--- config.mk ---
export PLATFORM = sky130hd
export DESIGN_NAME = demux1to4_reg
export DESIGN_NICKNAME = d
export VERILOG_FILES = /design/src/rtl/demux1to4_reg.sv
export SDC_FILE = /design/constraint.sdc
export NUM_CORES = 1
export LEC_CHECK = 0
export ABC_AREA = 0
export CAP_MARGIN = 40
export CORE_MARGIN = 4
export CORE_UTILIZATION = 61
export CTS_BUF_LIST = sky130_fd_sc_hd__clkbuf_16
export DETAILED_ROUTE_END_ITERATION = 7
export DONT_BUFFER_PORTS = 1
export GPL_TIMING_DRIVEN = 0
export PLACE_DENSITY = 0.85
export SYNTH_ARGS = -nofsm -noshare
export SYNTH_HDL_FRONTEND = slang
export SYNTH_SLANG_ARGS = --single-unit
export TNS_END_PERCENT = 20
--- constraint.sdc ---
create_clock -name clk -period 2.7 [get_ports clk]
set_input_delay 0.54 -clock clk [delete_from_list [all_inputs] [get_ports clk]]
set_output_delay 0.54 -clock clk [all_outputs]
set_load 0.05 [all_outputs]
--- src/rtl/demux1to4_reg.sv ---
`default_nettype none
// ============================================================================
// Module   : demux1to4_reg
// Function : Registered 1-to-4 demultiplexer; each lane is a one-entry output
//            register with its own valid/ready handshake.
//            Optional per-lane drain counters: define DEMUX1TO4_COUNT_EN.
// Revision : 1.0  initial release
// ============================================================================
module demux1to4_reg #(
    parameter int WIDTH = 8
) (
    input  logic             clk,
    input  logic             reset,
    input  logic [WIDTH-1:0] din,
    input  logic             in_valid,
    output logic             in_ready,
    input  logic             s1,
    input  logic             s0,
    output logic [WIDTH-1:0] y0,
    output logic [WIDTH-1:0] y1,
    output logic [WIDTH-1:0] y2,
    output logic [WIDTH-1:0] y3,
    output logic [3:0]       y_valid,
    input  logic [3:0]       y_ready
`ifdef DEMUX1TO4_COUNT_EN
    ,
    output logic [31:0]      lane_count
`endif
);

    localparam logic [7:0] c_count_max = 8'hFF;

    logic [1:0]       w_sel;
    logic             w_accept;
    logic [3:0]       w_load;
    logic [3:0]       w_drain;
    logic [3:0]       r_valid;
    logic [WIDTH-1:0] r_data [4];

    assign w_sel = {s1, s0};

    // Decoded with a default so an unknown select cannot leak onto in_ready.
    always_comb begin
        in_ready = 1'b0;
        case (w_sel)
            2'b00:   in_ready = ~r_valid[0] | y_ready[0];
            2'b01:   in_ready = ~r_valid[1] | y_ready[1];
            2'b10:   in_ready = ~r_valid[2] | y_ready[2];
            2'b11:   in_ready = ~r_valid[3] | y_ready[3];
            default: in_ready = 1'b0;
        endcase
    end

    assign w_accept = in_valid & in_ready;

    generate
        for (genvar i = 0; i < 4; i++) begin : g_lane
            localparam logic [1:0] c_lane = 2'(i);

            assign w_load[i]  = w_accept & (w_sel == c_lane);
            assign w_drain[i] = r_valid[i] & y_ready[i];

            // A load in the same cycle as a drain wins, keeping the lane valid.
            always_ff @(posedge clk) begin
                if (reset) begin
                    r_data[i]  <= '0;
                    r_valid[i] <= 1'b0;
                end else if (w_load[i]) begin
                    r_data[i]  <= din;
                    r_valid[i] <= 1'b1;
                end else if (w_drain[i]) begin
                    r_valid[i] <= 1'b0;
                end
            end
        end
    endgenerate

    assign y0      = r_data[0];
    assign y1      = r_data[1];
    assign y2      = r_data[2];
    assign y3      = r_data[3];
    assign y_valid = r_valid;

`ifdef DEMUX1TO4_COUNT_EN
    generate
        for (genvar i = 0; i < 4; i++) begin : g_count
            logic [7:0] r_count;

            always_ff @(posedge clk) begin
                if (reset) begin
                    r_count <= 8'h00;
                end else if (w_drain[i] && (r_count != c_count_max)) begin
                    r_count <= r_count + 8'd1;
                end
            end

            assign lane_count[8*i +: 8] = r_count;
        end
    endgenerate
`else
    // Counters absent: c_count_max is unused in this build.
    logic w_unused_count;
    assign w_unused_count = &c_count_max;
`endif

endmodule
`default_nettype wire

==> key figures <==
Critical path
  • Worst-path cell chain: nor2b_1 -> clkbuf_1 -> o41ai_1 -> clkdlybuf4s15_2
  • Critical path class: flip-flop to flip-flop
  • Worst Path Buf+Inv: 2
  • CP peak stage delay: 0.78 ns
  • Critical Path Source Type: flip-flop
  • Worst R2R Path Depth: 4
  • Crit path DAT: 2.36 ns
  • Instance count on the critical path: 4
  • Crit-path leading delay family: compound AO/OA/AOI/OAI gates
  • Critical Path Fanout Max: 9
  • CP Capture Type: flip-flop
  • CP max-delay cell: o41ai_1
  • Reg2reg start: y_valid[0]
  • Crit. Startpoint: y_valid[0]
  • WP data required: 2.69 ns

Clocking
  • CTS tree: built
  • Total CTS buffers: 5
  • Hold_buf cts: 0
  • Worst-skew pair later-pin latency: 0.28 ns
  • # Post-CTS Setup Buffers: 0
  • Number of gates resized after CTS: 0
  • Htree depth: 2
  • CTS Sinks: 36
  • Buffer levels on the longest clock path: 2
  • Clk slew on worst S/H paths: 0.05 ns
  • CTS Root Buffer Type: clkbuf_16

Place
  • Port bufs: 0
  • DPL Wire Length: 2.536 mm
  • Pre-CTS setup slack: 0.2195 ns
  • Placer Congestion: 0.8794
  • Post-Place Cell Area: 0.001718 sq mm

Yosys
  • Synthesized area: 0.001664 sq mm
  • Synth area leader: edfxtp_1
  • Synth top area share: 57.74%
  • Synth unique cells: 24
  • Post-Syn Area per Cell: 15.55 sq um
  • Synth top area cells: edfxtp_1 58%, nor4b_1 12%, nor4b_2 8.1%
  • Ys flop type: edfxtp_1
  • Yosys warns: 0
  • Synthesized Nets: 124
  • Post-synthesis register bit count: 36
  • Post-Synthesis Cells: 107
  • Post-synth EDFFs: 32
  • Synth async-reset ratio: 0%
  • Register area share after synthesis: 62.56%

Die
  • Die Y: 60.23 microns
  • Rows: 18
  • Die Width: 60.23 microns
  • Initial Utilization: 65.39%
  • I/O pin total: 54
  • Die Area: 0.003628 sq mm
  • Core area: 0.002545 sq mm

STA
  • Fmax: 421.7 MHz
  • Worst Skew: 0.006884 ns
  • Relative slew margins: 39.54%
  • Hold Vio Cnt, Final: 0
  • Unrepaired setup endpoints after global routing: no
  • Sum Neg Setup Slack: 0 ns
  • Fin crit share: 87.84%
  • Max Slew Vio Count: 0
  • Min Clock Period, post-route: 2.372 ns
  • Post-route worst setup slack: 0.3284 ns
  • Final Setup Violations: 0
  • Hold slack: 0.4463 ns
  • Worst-Margin Slew: 0.8951 ns

Route
  • Via-to-Cell Ratio: 7.068
  • WL/cell: 24.20 microns
  • First drt pass iteration count: 4
  • Routed Antenna Nets: 0
  • # DRC: 0
  • Detailed router's first-iteration violation count: 59
  • Via count: 1046
  • Final WL: 3.582 mm

Global route
  • Vias in the first global route: 1051
  • GRT met3 Usage: 7.559%
  • Initial antenna violation count: 0
  • Most Crowded Layer GR: met2
  • GRT Overall Usage: 21.40%
  • Met1 usage: 23.51%
  • Global routing met2 resource utilization: 34.88%
  • Global route overflow: 0
  • Largest net degree at the start of global routing: 13
  • First-pass GRT wire length: 5.340 mm

Layout
  • Fillers: 138
  • Post-route cell area: 0.001891 sq mm
  • Ant diodes: 0
  • Final core utilization: 74.29%
  • Layout Nets: 134
  • Area grow syn2layout: 13.61%
  • Fraction of layout cells with a size suffix above 1: 26.27%

Power and ir drop
  • Switch Pwr: 0.0003608 W
  • Sw frac: 24.71%
  • PwrDens: 772.2 mW/mm^2
  • Gate power share: 5.5%
  • P_int: 0.001099 W
  • Flop pwr share: 50.2%
  • Clock power frac: 44.4%
  • Leak: 0.6247 nW
  • IR drop worst, VDD: 0.0008656 V

Job
  • MaxCap Viol Count: 0

Run status
  • Outcome: finished clean

Hold path
  • Worst hold stages: 2
  • Hold Startpoint: s0
  • Hold WC Path Type: primary input to flip-flop
==> synthesized netlist by cell type, types with 2 or more instances <==
master,number
a21oi_1,4
a41o_1,2
buf_2,2
buf_4,2
clkbuf_1,4
clkbuf_2,2
dfxtp_1,4
edfxtp_1,32
inv_1,2
nand2b_1,4
nand3b_1,3
nor2b_1,4
nor4b_1,22
nor4b_2,9
o41ai_1,2
==> final timing paths <==
path / slack (ns) / to
max reg2reg: 0.33 / r_data[0][0]
max: 0.33 / r_data[0][0]
min: 0.45 / y_valid[2]
min reg2reg: 0.78 / y_valid[1]
==> routing by layer <==
metal  wire length [microns]  vias to the layer above
li1                        -                      449
met1                    1276                      506
met2                    1808                       79
met3                     389                       12
met4                     108                        0
met5                       0                        -
==> cell families after synthesis <==
group | after synthesis | share of synthesized area (%)
buf+inv | 16 | 5.789
mux | 1 | 1.353
simple gates | 46 | 26.84
flops | 36 | 62.56
compound gates | 8 | 3.459
==> flip-flops by register name (all words and copies together) (netlist names) <==
signal,cells
r_data,32
y_valid,4
==> area by class of cell <==
cell class / count / area (sq um) / area share (%)
timing repair buffer: 3 / 21.27 / 1.125
multi-input combinational: 55 / 526.8 / 27.86
sequential: 36 / 1041 / 55.06
clock buffer: 5 / 125.1 / 6.618
tap: 30 / 37.54 / 1.985
clock inverter: 3 / 42.54 / 2.250
buffer: 13 / 85.08 / 4.500
inverter: 3 / 11.26 / 0.5956
==> per-stage QoR <==
stage | cells | total power [W]
after detailed placement | 139 | 0.0008216
after floorplan | 107 | 0.0008015
final | 148 | 0.001460
after CTS | 147 | 0.001461
after global placement | 137 | 0.0008136
after global routing | 148 | 0.001494
==> cell usage in the layout, fill, tap and decap left out <==
cell type,n
edfxtp_1,32
nor4b_1,22
nor4b_2,9
clkbuf_16,5
nand2b_1,4
clkbuf_1,4
nor2b_1,4
a21oi_1,4
dfxtp_1,4
buf_2,3
nand3b_1,3
clkbuf_2,3
buf_4,2
a41o_1,2
inv_1,2
o41ai_1,2
clkinv_1,1
mux4_2,1
buf_1,1
nand3_1,1
or3b_1,1
buf_6,1
buf_12,1
nor4b_4,1
or3b_2,1
clkinvlp_4,1
clkinv_2,1
bufinv_16,1
clkdlybuf4s15_2,1
==> power groups by stage <==
stage               Sequential, W  Combinational [W]  Clock, W
finish                   0.000733          0.0000797  0.000648
floorplan                0.000739          0.0000620         0
global route             0.000735          0.0000845  0.000674
CTS                      0.000734          0.0000780  0.000649
detailed placement       0.000744          0.0000772         0
global placement         0.000743          0.0000706         0
(Power assumes the default switching activity.)
